### src/rtl/branch_resolve_ctrl.sv
// Bimodal branch predictor and mispredict recovery sequencer.
// Resolves ID-stage branches, redirects IF and flushes younger stages.
module branch_resolve_ctrl #(
  parameter int unsigned IDX_W        = 6,
  parameter int unsigned FLUSH_CYCLES = 2,
  parameter logic [1:0]  CTR_INIT     = 2'b01
) (
  input  logic        clk,
  input  logic        rst_n,
  input  logic        stall,
  input  logic        if_valid,
  input  logic [31:0] if_pc,
  output logic        pred_taken,
  input  logic        id_valid,
  input  logic        id_is_branch,
  input  logic [31:0] id_pc,
  input  logic        id_pred_taken,
  input  logic        id_actual_taken,
  input  logic [31:0] id_target,
  output logic        redirect_valid,
  output logic [31:0] redirect_pc,
  output logic        flush,
  output logic [31:0] branch_cnt,
  output logic [31:0] mispred_cnt
);

  localparam int unsigned ENTRIES = 1 << IDX_W;

  localparam logic [0:0] ST_RUN   = 1'b0;
  localparam logic [0:0] ST_FLUSH = 1'b1;

  localparam logic [3:0] FC_INIT = 4'(FLUSH_CYCLES - 1);

  logic [ENTRIES-1:0][1:0] bht_q;
  logic [1:0]              ctr_q;
  logic [1:0]              ctr_d;

  logic [IDX_W-1:0] lk_idx;
  logic [IDX_W-1:0] up_idx;

  logic [0:0]  state_q;
  logic [0:0]  state_d;
  logic [3:0]  fcnt_q;
  logic [3:0]  fcnt_d;
  logic        rv_q;
  logic        rv_d;
  logic [31:0] rpc_q;
  logic [31:0] rpc_d;
  logic [31:0] br_q;
  logic [31:0] br_d;
  logic [31:0] mis_q;
  logic [31:0] mis_d;

  logic accept;
  logic mispred;
  logic unused_pc;

  assign unused_pc = ^{if_pc[31:IDX_W+2], if_pc[1:0]};

  assign lk_idx = if_pc[IDX_W+1:2];
  assign up_idx = id_pc[IDX_W+1:2];

  // Table is read from the registered copy, so a same-cycle
  // update of this index is only visible on the next cycle.
  assign pred_taken = if_valid & bht_q[lk_idx][1];

  assign accept = id_valid & id_is_branch & ~stall
                & (state_q == ST_RUN);
  assign mispred = id_pred_taken ^ id_actual_taken;

  assign ctr_q = bht_q[up_idx];

  always_comb begin
    ctr_d = ctr_q;
    if (id_actual_taken) begin
      if (ctr_q != 2'b11) ctr_d = ctr_q + 2'd1;
    end else begin
      if (ctr_q != 2'b00) ctr_d = ctr_q - 2'd1;
    end
  end

  always_ff @(posedge clk or negedge rst_n) begin
    if (!rst_n) begin
      bht_q <= {ENTRIES{CTR_INIT}};
    end else if (accept) begin
      bht_q[up_idx] <= ctr_d;
    end
  end

  always_comb begin
    br_d  = br_q;
    mis_d = mis_q;
    if (accept) begin
      br_d = br_q + 32'd1;
      if (mispred) mis_d = mis_q + 32'd1;
    end
  end

  always_comb begin
    state_d = state_q;
    fcnt_d  = fcnt_q;
    rv_d    = 1'b0;
    rpc_d   = rpc_q;
    case (state_q)
      ST_RUN: begin
        if (accept && mispred) begin
          state_d = ST_FLUSH;
          fcnt_d  = FC_INIT;
          rv_d    = 1'b1;
          rpc_d   = id_actual_taken ? id_target
                                    : id_pc + 32'd4;
        end
      end
      ST_FLUSH: begin
        // Stalled cycles do not consume the flush window.
        if (!stall) begin
          if (fcnt_q != 4'd0) fcnt_d = fcnt_q - 4'd1;
          else                state_d = ST_RUN;
        end
      end
      default: state_d = ST_RUN;
    endcase
  end

  always_ff @(posedge clk or negedge rst_n) begin
    if (!rst_n) begin
      state_q <= ST_RUN;
      fcnt_q  <= 4'd0;
      rv_q    <= 1'b0;
      rpc_q   <= 32'd0;
      br_q    <= 32'd0;
      mis_q   <= 32'd0;
    end else begin
      state_q <= state_d;
      fcnt_q  <= fcnt_d;
      rv_q    <= rv_d;
      rpc_q   <= rpc_d;
      br_q    <= br_d;
      mis_q   <= mis_d;
    end
  end

  assign redirect_valid = rv_q;
  assign redirect_pc    = rpc_q;
  assign flush          = (state_q == ST_FLUSH);
  assign branch_cnt     = br_q;
  assign mispred_cnt    = mis_q;

endmodule

### config.mk
export PLATFORM = sky130hd
export DESIGN_NAME = branch_resolve_ctrl
export DESIGN_NICKNAME = d
export VERILOG_FILES = /design/src/rtl/branch_resolve_ctrl.sv
export SDC_FILE = /design/constraint.sdc
export NUM_CORES = 1
export LEC_CHECK = 0
export ABC_AREA = 1
export BUFFER_PORTS_ARGS = -buffer_cell sky130_fd_sc_hd__buf_2
export CAP_MARGIN = 20
export CORE_ASPECT_RATIO = 0.9
export CORE_MARGIN = 4
export CORE_UTILIZATION = 31
export CTS_BUF_LIST = sky130_fd_sc_hd__clkbuf_16
export DETAILED_ROUTE_END_ITERATION = 10
export GPL_TIMING_DRIVEN = 0
export PLACE_DENSITY_LB_ADDON = 0.08
export SLEW_MARGIN = 30
export SYNTH_ARGS = -nofsm -noshare
export SYNTH_HDL_FRONTEND = slang
export SYNTH_SLANG_ARGS = --single-unit
### constraint.sdc
create_clock -name clk -period 2.91 [get_ports clk]
set_clock_uncertainty 0.15 [all_clocks]
set_input_delay 0 -clock clk [delete_from_list [all_inputs] [get_ports clk]]
set_output_delay 0 -clock clk [all_outputs]
set_load 0.02 [all_outputs]
==> metrics.txt <==
Synth Flop Type dfrtp_1; Comb pwr share 0.213; Die Span X 227 um; Final period util 0.963; top post-synthesis cells by area dfrtp_1, nand2_1, dfstp_2; sequential share of power 0.416; worst reg2reg startpoint flush; TNS Setup 0 ns; max cap viols 0; CTS tree built; CTS Sinks 230; startpoint types register; Routed Antenna Nets 0; maximum clock rate 0.357 GHz; Synth warnings 0; most common cell after layout, fill and taps aside nand2_1; mapped cell area 13300 um2; Critical Path Source flush; Critical Path RT 3.25 ns; Tot GR Track Use 0.220; gr ovfl total 0; vias post-DR 13504; TritonCTS buffer count 29; CTS root buffer clkbuf_16; Clock power frac 0.371; clock-pin slew on the worst setup and hold paths 0.06 ns; via/cell ratio 4.85; Max clock buf depth 3; pin count of the biggest net entering global routing 75; Post-synth EDFFs 0; Die Area 46400 um2; FILL cells 4542; crit-path max FO 10; highest-count cells in the layout ignoring fill and taps nand2_1, inv_1, buf_2, dfrtp_1, nor2_1; CP Class reg -> reg; NetSw 2.89 mW; TritonRoute pass-1 iters 5; post-synth top area share 0.312; DRC 0; minimum hold slack 0.0247 ns; share of flip-flops with an asynchronous set or reset 1.00; Clock Latency Late Sink 0.56 ns; layout cells sized above 1 0.154; Synth Register Bits 230; Mean Syn Cell Area 6.99 um2; sw frac 0.325; Final Slew Violations 0; antenna violations before repair 2; WL/cell 18.6 um; I/O pin cnt 203; # port buffers 174; Yosys cell types 37; # rows 71; cell area power density 528 nW/um2; Final min period 2.80 ns; Final Hold Fails 0; worst relative slew slack 0.464; Die Y 205 um; worst vdd ir 0.367 mV; post-synthesis sequential area ratio 0.438; vias in the first global route 13465; Starting Density 0.316; first-pass GRT wire length 79.5 mm; Core ar. 42100 um2; DPL Wire Length 37.0 mm; R2R setup slack 0.11 ns; H-tree depth 1; HP Class in -> reg; Internal 6.02 mW; Slew @ Worst Pin 0.804 ns; DR iter-0 viols 1059; RSZ-0062 raised after global routing true; DRT Wirelength 51.9 mm; endpoints failing setup 0; Critical Path End Type register; leak pwr 8.62 nW; Cells after Synth 1907; area grow syn2layout 26.6%; area leader, netlist dfrtp_1; NumNets Final 2321; Critical Path AT 3.15 ns; Hold Startpoint id_pred_taken; Placer Congestion 0.938; status complete, no violations; net count after synthesis 2015
worst paths after layout:
path	endpoint	depth (start not counted)
setup / recovery	bht_q[69]	10
max in group asynchronous	bht_q[78]	4
hold reg to reg	bht_q[20]	2
hold / removal	mispred_cnt[3]	5
setup reg to reg	bht_q[69]	10
min in group asynchronous	bht_q[35]	4
synthesized netlist by cell type (6+ instances only):
cell and instances:
nor2_1 135, nand3b_1 7, nor2_2 7, buf_4 10
nor4_1 6, nor3_1 83, inv_1 216, o21ai_1 10
nand2_1 746, o21ai_0 65, a21oi_1 54, clkbuf_1 27
xor2_1 49, nand4_1 24, dfrtp_1 166, buf_2 16
buf_1 9, xnor2_1 22, o211ai_1 18, dfstp_2 64
buf_6 8, nand3_1 133
registers in the layout, indices dropped and copies added (netlist names):
name,cells
branch_cnt,32
bht_q,128
mispred_cnt,32
flush,1
redirect_pc,32
redirect_valid,1
fcnt_q,4
critical path, cell delays in order, from the launching register on:
cell and delay, ns:
dfrtp_1 0.34, inv_1 0.09, nand4_1 0.11, buf_4 0.17
buf_4 0.14, clkbuf_1 0.61, buf_1 0.66, nor3_1 0.21
inv_1 0.13, nand2_1 0.06, nand2_1 0.06
per-stage QoR:
step           utilization  cells  setup WS [ns]  cell area (um2)  total power, mW
5_1_grt              0.401   2784        -0.0122            16900             9.35
3_5_place_dp         0.356   2631         -0.212            15000             5.55
3_3_place_gp         0.353   2628          -2.86            14900             5.52
2_1_floorplan            -   1907          0.761            13300             4.74
6_report             0.401   2784          0.108            16900             8.91
4_1_cts              0.399   2782         0.0198            16800             9.00
area by class of cell:
class,instances,area [um2],area share
multi-input combinational,1383,6320,0.374
sequential,230,5840,0.346
timing repair buffer,275,1950,0.116
inverter,224,841,0.0498
clock buffer,29,726,0.0430
tap,547,684,0.0406
buffer,70,392,0.0232
clock inverter,24,124,0.00734
antenna,2,5.00,0.000297
cell families after synthesis:
| logic type | Yosys count | share of synthesized area |
|---|---|---|
| compound gates | 162 | 0.0667 |
| xor+xnor | 71 | 0.0467 |
| fa+ha+maj | 4 | 0.00376 |
| buf+inv | 294 | 0.0916 |
| flops | 230 | 0.438 |
| simple gates | 1146 | 0.353 |
per-layer routing:
layer / up-vias / routed length (um) / track usage
met5: - / 0 / 0
met4: 0 / 1970 / 0.0759
met3: 113 / 2590 / 0.0309
met2: 384 / 23300 / 0.348
met1: 6396 / 24100 / 0.311
li1: 6611 / - / -
power groups by stage:
stage | Combinational [mW] | Clock [mW] | Sequential (mW)
after CTS | 1.90 | 3.39 | 3.71
after global placement | 1.76 | 0 | 3.76
final | 1.89 | 3.31 | 3.71
after global routing | 2.07 | 3.54 | 3.75
after floorplan | 0.729 | 0 | 4.02
after detailed placement | 1.79 | 0 | 3.76
what timing repair did:
item | in CTS | in global routing
gates resized for setup | 0 | 26
setup buffers | 2 | 0
setup endpoints to repair | 33 | 141
hold buffers | 96 | 0
hold endpoints to repair | 284 | 0
pin swaps | 1 | 2
No activity file was read; power rests on OpenSTA's default activity.
